File: src/rtl/mem_bus_arbiter_pkg.sv
// Shared definitions for the memory bus arbiter: FSM state encoding,
// requester IDs and the reset level used by the core.
package mem_bus_arbiter_pkg;

  // Core-wide reset level (active-low)
  localparam logic RST_LEVEL = 1'b0;

  typedef enum logic [2:0] {
    ARB_IDLE    = 3'd0,
    ARB_REQ_IF  = 3'd1,
    ARB_WAIT_IF = 3'd2,
    ARB_REQ_LS  = 3'd3,
    ARB_WAIT_LS = 3'd4
  } arb_state_t;

  typedef enum logic {
    GRANT_IF = 1'b0,
    GRANT_LS = 1'b1
  } grant_t;

endpackage

File: src/rtl/mem_bus_arbiter_if.sv
// Memory-side request/response bus between the arbiter (master) and the
// external memory / AXI bridge (slave).
interface mem_bus_arbiter_if #(
  parameter int unsigned ADDR_W = 32,
  parameter int unsigned DATA_W = 64,
  parameter int unsigned MASK_W = DATA_W / 8
);
  logic              mem_req_valid;
  logic              mem_req_ready;
  logic              mem_req_wen;
  logic [ADDR_W-1:0] mem_req_addr;
  logic [DATA_W-1:0] mem_req_wdata;
  logic [MASK_W-1:0] mem_req_wmask;
  logic              mem_rsp_valid;
  logic [DATA_W-1:0] mem_rsp_data;

  modport master (
    output mem_req_valid, mem_req_wen, mem_req_addr, mem_req_wdata, mem_req_wmask,
    input  mem_req_ready, mem_rsp_valid, mem_rsp_data
  );

  modport slave (
    input  mem_req_valid, mem_req_wen, mem_req_addr, mem_req_wdata, mem_req_wmask,
    output mem_req_ready, mem_rsp_valid, mem_rsp_data
  );
endinterface

File: src/rtl/mem_bus_arbiter_req_latch.sv
// Request register slice: captures the granted request fields and holds
// them stable on the memory bus until the next grant.
module arb_req_latch #(
  parameter int unsigned ADDR_W = 32,
  parameter int unsigned DATA_W = 64,
  parameter int unsigned MASK_W = DATA_W / 8
) (
  input  logic              clk,
  input  logic              rst,
  input  logic              load,
  input  logic              wen_in,
  input  logic [ADDR_W-1:0] addr_in,
  input  logic [DATA_W-1:0] wdata_in,
  input  logic [MASK_W-1:0] wmask_in,
  output logic              wen,
  output logic [ADDR_W-1:0] addr,
  output logic [DATA_W-1:0] wdata,
  output logic [MASK_W-1:0] wmask
);

  // Capture on grant, hold otherwise
  always_ff @(posedge clk or negedge rst) begin
    if (!rst) begin
      wen   <= 1'b0;
      addr  <= '0;
      wdata <= '0;
      wmask <= '0;
    end else if (load) begin
      wen   <= wen_in;
      addr  <= addr_in;
      wdata <= wdata_in;
      wmask <= wmask_in;
    end
  end

endmodule

File: src/rtl/mem_bus_arbiter.sv
// Arbitrates the single core memory port between instruction fetch (IF)
// and load/store (LS), one outstanding transaction at a time.
// Optional macro ARB_ROUND_ROBIN_EN: alternate grants under contention
// instead of fixed LS priority.
module mem_bus_arbiter
  import mem_bus_arbiter_pkg::*;
#(
  parameter int unsigned ADDR_W = 32,
  parameter int unsigned DATA_W = 64,
  parameter int unsigned MASK_W = DATA_W / 8
) (
  input  logic              clk,
  input  logic              rst,
  input  logic              if_req_valid,
  input  logic [ADDR_W-1:0] if_req_addr,
  output logic              if_req_ready,
  output logic              if_rsp_valid,
  output logic [DATA_W-1:0] if_rsp_data,
  input  logic              ls_req_valid,
  input  logic              ls_req_wen,
  input  logic [ADDR_W-1:0] ls_req_addr,
  input  logic [DATA_W-1:0] ls_req_wdata,
  input  logic [MASK_W-1:0] ls_req_wmask,
  output logic              ls_req_ready,
  output logic              ls_rsp_valid,
  output logic [DATA_W-1:0] ls_rsp_data,
  input  logic              flush,
  mem_bus_arbiter_if.master mem,
  output logic              if_stall_req,
  output logic              ls_stall_req
);

  arb_state_t        state, state_nxt;
  logic              drop;
  logic              run;
  logic              if_elig;
  logic              pick_ls;
  logic              pick_if;
  logic              ld_wen;
  logic [ADDR_W-1:0] ld_addr;
  logic [DATA_W-1:0] ld_wdata;
  logic [MASK_W-1:0] ld_wmask;

  // Outputs are forced low while reset is held, even with inputs active
  assign run     = (rst != RST_LEVEL);
  assign if_elig = if_req_valid & ~flush;

`ifdef ARB_ROUND_ROBIN_EN
  grant_t last_grant;

  // Remember which requester won most recently
  always_ff @(posedge clk or negedge rst) begin
    if (!rst)              last_grant <= GRANT_IF;
    else if (ls_req_ready) last_grant <= GRANT_LS;
    else if (if_req_ready) last_grant <= GRANT_IF;
  end

  assign pick_ls = ls_req_valid & (~if_elig | (last_grant == GRANT_IF));
`else
  assign pick_ls = ls_req_valid;
`endif
  assign pick_if = if_elig & ~pick_ls;

  // IF fetches carry no store data
  assign ld_wen   = pick_ls ? ls_req_wen   : 1'b0;
  assign ld_addr  = pick_ls ? ls_req_addr  : if_req_addr;
  assign ld_wdata = pick_ls ? ls_req_wdata : '0;
  assign ld_wmask = pick_ls ? ls_req_wmask : '0;

  arb_req_latch #(
    .ADDR_W (ADDR_W),
    .DATA_W (DATA_W),
    .MASK_W (MASK_W)
  ) u_req_latch (
    .clk      (clk),
    .rst      (rst),
    .load     (if_req_ready | ls_req_ready),
    .wen_in   (ld_wen),
    .addr_in  (ld_addr),
    .wdata_in (ld_wdata),
    .wmask_in (ld_wmask),
    .wen      (mem.mem_req_wen),
    .addr     (mem.mem_req_addr),
    .wdata    (mem.mem_req_wdata),
    .wmask    (mem.mem_req_wmask)
  );

  // FSM state register
  always_ff @(posedge clk or negedge rst) begin
    if (!rst) state <= ARB_IDLE;
    else      state <= state_nxt;
  end

  // FSM next-state logic
  always_comb begin
    state_nxt = state;
    case (state)
      ARB_IDLE: begin
        if (pick_ls)      state_nxt = ARB_REQ_LS;
        else if (pick_if) state_nxt = ARB_REQ_IF;
      end
      ARB_REQ_IF:  if (mem.mem_req_ready) state_nxt = ARB_WAIT_IF;
      ARB_WAIT_IF: if (mem.mem_rsp_valid) state_nxt = ARB_IDLE;
      ARB_REQ_LS:  if (mem.mem_req_ready) state_nxt = ARB_WAIT_LS;
      ARB_WAIT_LS: if (mem.mem_rsp_valid) state_nxt = ARB_IDLE;
      default:     state_nxt = ARB_IDLE;
    endcase
  end

  // FSM outputs: grants in IDLE, bus request in REQ_x, response in WAIT_x
  always_comb begin
    if_req_ready      = 1'b0;
    ls_req_ready      = 1'b0;
    if_rsp_valid      = 1'b0;
    ls_rsp_valid      = 1'b0;
    mem.mem_req_valid = 1'b0;
    case (state)
      ARB_IDLE: begin
        if_req_ready = run & pick_if;
        ls_req_ready = run & pick_ls;
      end
      ARB_REQ_IF, ARB_REQ_LS: mem.mem_req_valid = 1'b1;
      // A flush on the response cycle makes that fetch stale as well
      ARB_WAIT_IF: if_rsp_valid = mem.mem_rsp_valid & ~drop & ~flush;
      ARB_WAIT_LS: ls_rsp_valid = mem.mem_rsp_valid;
      default: ;
    endcase
  end

  // Stale-fetch flag: set by a flush while IF owns the bus
  always_ff @(posedge clk or negedge rst) begin
    if (!rst)
      drop <= 1'b0;
    else if (state == ARB_IDLE)
      drop <= 1'b0;
    else if (flush && (state == ARB_REQ_IF || state == ARB_WAIT_IF))
      drop <= 1'b1;
  end

  assign if_rsp_data  = if_rsp_valid ? mem.mem_rsp_data : '0;
  assign ls_rsp_data  = (ls_rsp_valid && !mem.mem_req_wen) ? mem.mem_rsp_data : '0;
  assign if_stall_req = run & if_req_valid & ~if_rsp_valid;
  assign ls_stall_req = run & ls_req_valid & ~ls_rsp_valid;

endmodule

File: src/flat_wrapper.sv
// flat-port wrapper written by rule: the top's interface ports become plain ports
module mem_bus_arbiter_flat import mem_bus_arbiter_pkg::*;
#(
  parameter int unsigned ADDR_W = 32,
  parameter int unsigned DATA_W = 64,
  parameter int unsigned MASK_W = DATA_W / 8
)
  (clk, rst, if_req_valid, if_req_addr, if_req_ready, if_rsp_valid, if_rsp_data, ls_req_valid, ls_req_wen, ls_req_addr, ls_req_wdata, ls_req_wmask, ls_req_ready, ls_rsp_valid, ls_rsp_data, flush, if_stall_req, ls_stall_req, mem_mem_req_valid, mem_mem_req_wen, mem_mem_req_addr, mem_mem_req_wdata, mem_mem_req_wmask, mem_mem_req_ready, mem_mem_rsp_valid, mem_mem_rsp_data);
  mem_bus_arbiter_if #(.ADDR_W(ADDR_W), .DATA_W(DATA_W), .MASK_W(MASK_W)) mem_i ();
  input  logic clk;
  input  logic rst;
  input  logic if_req_valid;
  input  logic [ADDR_W-1:0] if_req_addr;
  output logic if_req_ready;
  output logic if_rsp_valid;
  output logic [DATA_W-1:0] if_rsp_data;
  input  logic ls_req_valid;
  input  logic ls_req_wen;
  input  logic [ADDR_W-1:0] ls_req_addr;
  input  logic [DATA_W-1:0] ls_req_wdata;
  input  logic [MASK_W-1:0] ls_req_wmask;
  output logic ls_req_ready;
  output logic ls_rsp_valid;
  output logic [DATA_W-1:0] ls_rsp_data;
  input  logic flush;
  output logic if_stall_req;
  output logic ls_stall_req;
  output wire logic [$bits(mem_i.mem_req_valid)-1:0] mem_mem_req_valid;
  output wire logic [$bits(mem_i.mem_req_wen)-1:0] mem_mem_req_wen;
  output wire logic [$bits(mem_i.mem_req_addr)-1:0] mem_mem_req_addr;
  output wire logic [$bits(mem_i.mem_req_wdata)-1:0] mem_mem_req_wdata;
  output wire logic [$bits(mem_i.mem_req_wmask)-1:0] mem_mem_req_wmask;
  input wire logic [$bits(mem_i.mem_req_ready)-1:0] mem_mem_req_ready;
  input wire logic [$bits(mem_i.mem_rsp_valid)-1:0] mem_mem_rsp_valid;
  input wire logic [$bits(mem_i.mem_rsp_data)-1:0] mem_mem_rsp_data;
  assign mem_mem_req_valid = mem_i.mem_req_valid;
  assign mem_mem_req_wen = mem_i.mem_req_wen;
  assign mem_mem_req_addr = mem_i.mem_req_addr;
  assign mem_mem_req_wdata = mem_i.mem_req_wdata;
  assign mem_mem_req_wmask = mem_i.mem_req_wmask;
  assign mem_i.mem_req_ready = mem_mem_req_ready;
  assign mem_i.mem_rsp_valid = mem_mem_rsp_valid;
  assign mem_i.mem_rsp_data = mem_mem_rsp_data;
  mem_bus_arbiter #(.ADDR_W(ADDR_W), .DATA_W(DATA_W), .MASK_W(MASK_W)) u_core (.clk(clk), .rst(rst), .if_req_valid(if_req_valid), .if_req_addr(if_req_addr), .if_req_ready(if_req_ready), .if_rsp_valid(if_rsp_valid), .if_rsp_data(if_rsp_data), .ls_req_valid(ls_req_valid), .ls_req_wen(ls_req_wen), .ls_req_addr(ls_req_addr), .ls_req_wdata(ls_req_wdata), .ls_req_wmask(ls_req_wmask), .ls_req_ready(ls_req_ready), .ls_rsp_valid(ls_rsp_valid), .ls_rsp_data(ls_rsp_data), .flush(flush), .mem(mem_i), .if_stall_req(if_stall_req), .ls_stall_req(ls_stall_req));
endmodule
File: config.mk
export PLATFORM = sky130hd
export DESIGN_NAME = mem_bus_arbiter_flat
export DESIGN_NICKNAME = d
export VERILOG_FILES = /design/src/rtl/mem_bus_arbiter_pkg.sv /design/src/rtl/mem_bus_arbiter_if.sv /design/src/rtl/mem_bus_arbiter_req_latch.sv /design/src/rtl/mem_bus_arbiter.sv /design/src/flat_wrapper.sv
export SDC_FILE = /design/constraint.sdc
export NUM_CORES = 1
export LEC_CHECK = 0
export CAP_MARGIN = 10
export CORE_AREA = 2 2 173 175
export CTS_BUF_LIST = sky130_fd_sc_hd__clkbuf_8 sky130_fd_sc_hd__clkbuf_16
export DETAILED_ROUTE_END_ITERATION = 7
export DIE_AREA = 0 0 175 177
export SYNTH_ARGS = -nofsm -noshare
export SYNTH_HDL_FRONTEND = slang
export SYNTH_HIERARCHICAL = 1
export SYNTH_SLANG_ARGS = --single-unit
File: constraint.sdc
create_clock -name clk -period 3.9 [get_ports clk]
set_clock_uncertainty 0.1 [all_clocks]
set_input_delay 0.39 -clock clk [delete_from_list [all_inputs] [get_ports clk]]
set_output_delay 0.39 -clock clk [all_outputs]
set_load 0.01 [all_outputs]
**Word-level counts from Yosys, hierarchy flattened**

Cells that the tools add are included.

- Input bits: 208
- Output and inout bits: 240
- Logic and storage cells: 57
- Register bits: 109

- Reduce and logical (&&, ||, !) cells: 9
- Equal/unequal tests: 8
- Muxes and demuxes: 19
- Bitwise operators: 15

Operator list:

| kind | count |
|---|---|
| two-way mux 64 bit | 3 |
| two-way mux 32 bit | 1 |
| two-way mux 3 bit | 5 |
| one-hot mux 3 bit (4 select lines) | 1 |
| AND 1 bit | 9 |
| two-way mux 1 bit | 8 |
| two-way mux 8 bit | 1 |
| == test 3 x 2 -> 1 bit (second input constant) | 2 |
| NOT 1 bit | 5 |
| != test 2 bit (second input constant) | 2 |
| AND reduction 4 bit | 1 |
| OR reduction 2 bit | 2 |
| == test 3 x 1 -> 1 bit (second input constant) | 1 |
| == test 3 bit (second input constant) | 1 |
| logical NOT 3 bit | 1 |
| != test 3 x 2 -> 1 bit (second input constant) | 1 |
| logical AND 1 bit | 2 |
| != test 2 x 1 -> 1 bit (second input constant) | 1 |
| nonzero test 2 bit | 1 |
| logical NOT 1 bit | 1 |
| logical OR 1 bit | 1 |
| OR 1 bit | 1 |

**Longest topological paths before layout**

- Depth after elaboration: 6
- Depth in mapped cells: 8
- Mapped depth without buffers: 4

**Modules after synthesis**

Netlist, hierarchy kept.

By module, submodules not included:

| module | sequential area each (um^2) | instances | area each (um^2) | cells an instance |
|---|---|---|---|---|
| arb_req_latch | 2627.5 | 1 | 4149.0 | 222 |
| mem_bus_arbiter | 100.1 | 1 | 2084.5 | 293 |

**Worst setup path after synthesis**

OpenSTA, ideal clock, no wires.

- Path kind: input -> register
- From: input ls_req_valid
- To: register u_core.u_req_latch.addr[0]
- Path slack: 2.065 ns
- Library setup time: 0.125 ns
- Buffers on the path: 4
- Stages: 7
- Data arrival time: 1.610 ns
- Data required time: 3.675 ns
- Cell sequence: clkbuf_1 a21oi_1 nor2_1 buf_6 buf_8 buf_12 mux2_4

- Cells in the longest elaborated chain, start to end: 5
- Elaborated cells on any way between the ends: 8
- Those cells by class: mux (3); bitwise (5)

Ends and longest elaborated chain:

| element | RTL line | source |
|---|---|---|
| from (decl) | flat_wrapper.sv:17 | `input logic ls_req_valid;` |
| NOT 1 bit | mem_bus_arbiter.sv:62 | `assign pick_if = if_elig & ~pick_ls;` |
| AND 1 bit | mem_bus_arbiter.sv:62 |  |
| AND 1 bit | mem_bus_arbiter.sv:119 | `if_req_ready = run & pick_if;` |
| two-way mux 1 bit | mem_bus_arbiter.sv:117 | `case (state)` |
| OR 1 bit | mem_bus_arbiter.sv:77 | `.load (if_req_ready \| ls_req_ready),` |
| to (signal assigned) | mem_bus_arbiter_req_latch.sv:30 | `addr <= addr_in;` |
| to (decl) | mem_bus_arbiter_req_latch.sv:16 | `output logic [ADDR_W-1:0] addr,` |

Parallel ways exist; a longest one is shown, timed or not.
A chain may end at the register's enable or synchronous reset.

**Worst setup path in the final report**

- From: input mem_mem_rsp_valid
- To: output if_rsp_data[7]

- Cells in the longest elaborated chain, start to end: 4

Ends and longest elaborated chain:

| element | RTL line | source |
|---|---|---|
| from (decl) | flat_wrapper.sv:34 | `input wire logic [$bits(mem_i.mem_rsp_valid)-1:0] mem_mem_rsp_valid;` |
| AND 1 bit (2 in series) | mem_bus_arbiter.sv:124 | `ARB_WAIT_IF: if_rsp_valid = mem.mem_rsp_valid & ~drop & ~flush;` |
| two-way mux 1 bit | mem_bus_arbiter.sv:117 |  |
| two-way mux 64 bit | mem_bus_arbiter.sv:140 | `assign if_rsp_data = if_rsp_valid ? mem.mem_rsp_data : '0;` |
| to (decl) | flat_wrapper.sv:16 | `output logic [DATA_W-1:0] if_rsp_data;` |

No other way between the ends.

==> flow_metrics.tcl <==
set metrics [dict create \
    synth_edf_count 0 \
    worstPathCellList "clkdlybuf4s50_1, nand4bb_1, nor3_4, buf_4, and2_1, clkdlybuf4s50_1" \
    worstPathRequired_ps 3410 \
    grt_pass1_wl_um 35940 \
    fp.dieH_um 177 \
    clockRootBuffer "clkbuf_16" \
    die-area_um2 30980 \
    synth-seq-cells 109 \
    cellLeakagePower_nw 4.604 \
    r2r_start "u_core/state[0]" \
    ys_seq_area_share_pct 43.76 \
    cp-startpoint "mem_mem_rsp_valid" \
    ant_nets 0 \
    cts_tree "built" \
    ir_worst_vdd_uv 245.2 \
    start_kind "primary input" \
    grt_max_degree 67 \
    crit_end "if_rsp_data[7]" \
    grt-busiest-layer "met2" \
    clock-sinks 109 \
    overflow 0 \
    post_drt_via_cell_ratio 3.996 \
    synth_common_cells "and2_1 (201), dfrtp_1 (109), mux2_2 (88), mux2_4 (50), buf_2 (11)" \
    period_needed_ps 2999 \
    end_kind "output pin" \
    synth_nets 723 \
    gr-usage-all-layers_pct 15.50 \
    status "completed" \
    insertion_delay_ps 340 \
    ys_async_sr_fraction_pct 100.0 \
    cts.reportedPaths.clkPinSlew_ps 90 \
    crit_path_top_delay_cell "clkdlybuf4s50_1" \
    relSlewSlack_pct 42.46 \
    clock_path_buffers 2 \
    wl_per_cell_um 18.32 \
    first_iter_violations 177 \
    placed_area_um2 10980 \
    ios 448 \
    drive_gt1_share_pct 17.85 \
    wl_um 24580 \
    maxCapViolations 0 \
    rrSetupSlack_ps 1710 \
    fin_area_um2 11300 \
    cpMostUsedCell "clkdlybuf4s50_1" \
    syn-cell-area_um2 6233 \
    r2r_cells 5 \
    yosys_warnings 6 \
    firstDrtPassIters 4 \
    crit_type "in2out" \
    finalHoldViolations 0 \
    vias 5363 \
    rsz0062_at_grt "no" \
    p_per_area_nw_per_um2 512.3 \
    nFillCells 2883 \
    drcViolationCount 0 \
    synth_cell_types 29 \
    cp_data_arrival_time_ps 2510 \
    syn_area_per_cell_um2 12.10 \
    cts_setup_buffers 0 \
    place_congestion 0.8519 \
    setup_viol 0 \
    grt_util_met2_pct 28.16 \
    num_rows 63 \
    slowest_delay_ps 580 \
    grt_pass1_vias 5669 \
    dpl.hpwl_um 19550 \
    path_max_fanout 66 \
    timing.rr.end "u_core/u_req_latch/wmask[0]" \
    synthFlopType "dfrtp_1" \
    ctsHtreeMaxLevel 3 \
    hold_class "in2async" \
    synth_cells 515 \
    synth_top_area_share_pct 43.76 \
    netlist_top_cells_area "dfrtp_1 (44%), and2_1 (20%), mux2_2 (16%), mux2_4 (12%), buf_12 (1.6%)" \
    antenna_found_initial 10 \
    die_w_um 175 \
    use_met3_pct 4.661 \
    met1_usage_pct 16.77 \
    start_util_pct 21.32 \
    fin_tns_setup_ps 0 \
    clock.fmax_mhz 333.5 \
    numPortBuffers 447 \
    yosysMostFrequentCell "and2_1" \
    synth_top_area_cell "dfrtp_1" \
    worstMarginPinSlew_ps 863.1 \
    core_um2 29240 \
    final_max_slew_viol_count 0 \
    syn2layout_area_growth_pct 81.29 \
    finalCritPeriodShare_pct 76.89 \
    cts_inserted_buffers 9 \
    nets 1150 \
]
==> final cells by class <==
type / instances / area, um2 / area share, %
timing repair buffer: 456 / 4564 / 40.39
sequential: 109 / 2728 / 24.14
tap: 390 / 488.0 / 4.318
inverter: 3 / 11.26 / 0.09965
antenna: 5 / 12.51 / 0.1107
clock buffer: 9 / 225.2 / 1.993
multi-input combinational: 363 / 3196 / 28.28
clock inverter: 7 / 76.32 / 0.6754
==> worst max-delay path, delay by kind of cell <==
| kind | cells | cell delay [ps] |
|---|---|---|
| AND/OR/NAND/NOR | 3 | 510 |
| buffers and inverters | 3 | 1570 |
==> routing by layer <==
| metal | wire length (um) | vias up |
|---|---|---|
| li1 | - | 2548 |
| met1 | 9410 | 2527 |
| met2 | 12420 | 253 |
| met3 | 1878 | 33 |
| met4 | 850 | 2 |
| met5 | 18 | - |
==> state kept, by name, summed over array words and instances, names as in the netlist <==
register,flops
u_core/drop,1
u_core/state,3
u_core/u_req_latch/wen,1
u_core/u_req_latch/wmask,8
u_core/u_req_latch/wdata,64
u_core/u_req_latch/addr,32
==> cell families (layout without fill, tap and decap cells) <==
kind of cell | after synthesis | after routing | share of synthesized area (%)
multiplexers | 138 | 138 | 27.94
other | 0 | 5 | 0
AO/OA/AOI/OAI | 7 | 7 | 0.8228
AND/OR/NAND/NOR | 218 | 218 | 22.28
buffers and inverters | 43 | 475 | 5.199
flip-flops | 109 | 109 | 43.76
==> how the worst min path moves through the flow <==
stage / startpoint / end / slack, ps
finish: rst / u_core/u_req_latch/wdata[59] / 290
floorplan: rst / u_core/drop / -6
detailed placement: rst / u_core/u_req_latch/wdata[59] / 130
global route: rst / u_core/u_req_latch/wdata[59] / 280
CTS: rst / u_core/u_req_latch/wdata[58] / 280
global placement: rst / u_core/u_req_latch/wdata[59] / 130
==> cells in the final DEF (no fill, tap or decap), drive strengths merged, types with 2 or more instances in the layout <==
master         synthesis  final
a211oi                 3      3
and2                 201    201
buf                   24     10
clkbuf                16      9
clkdlybuf4s50          0    445
clkinv                 0      3
dfrtp                109    109
diode                  0      5
inv                    3      6
mux2                 138    138
nand2                  2      2
nand4bb                2      2
nor2                   5      5
nor2b                  2      2
==> repair_timing <==
action                    4_1_cts  5_1_grt
hold buffers                    1        0
gates resized for setup         0        0
hold endpoints to repair        5        0
==> through the flow <==
stage	utilization (%)	setup WS, ps	hold WS [ps]	std cells	power [mW]
floorplan	-	2065	-5.591	515	3.287
global route	38.64	724.8	279.3	1342	6.121
detailed placement	37.53	858.3	132.3	1320	4.881
global placement	37.53	888.9	132.1	1320	4.864
CTS	38.60	843.6	281.2	1337	5.892
finish	38.64	901.4	291.6	1342	5.790
==> power breakdown <==
part	internal, mW	leakage [nW]	switching, mW
Sequential	1.65	1.37	0.304
Combinational	1.87	3.09	1.01
Clock	0.457	0.145	0.499
Note: power is estimated with default switching activity, not from simulation.
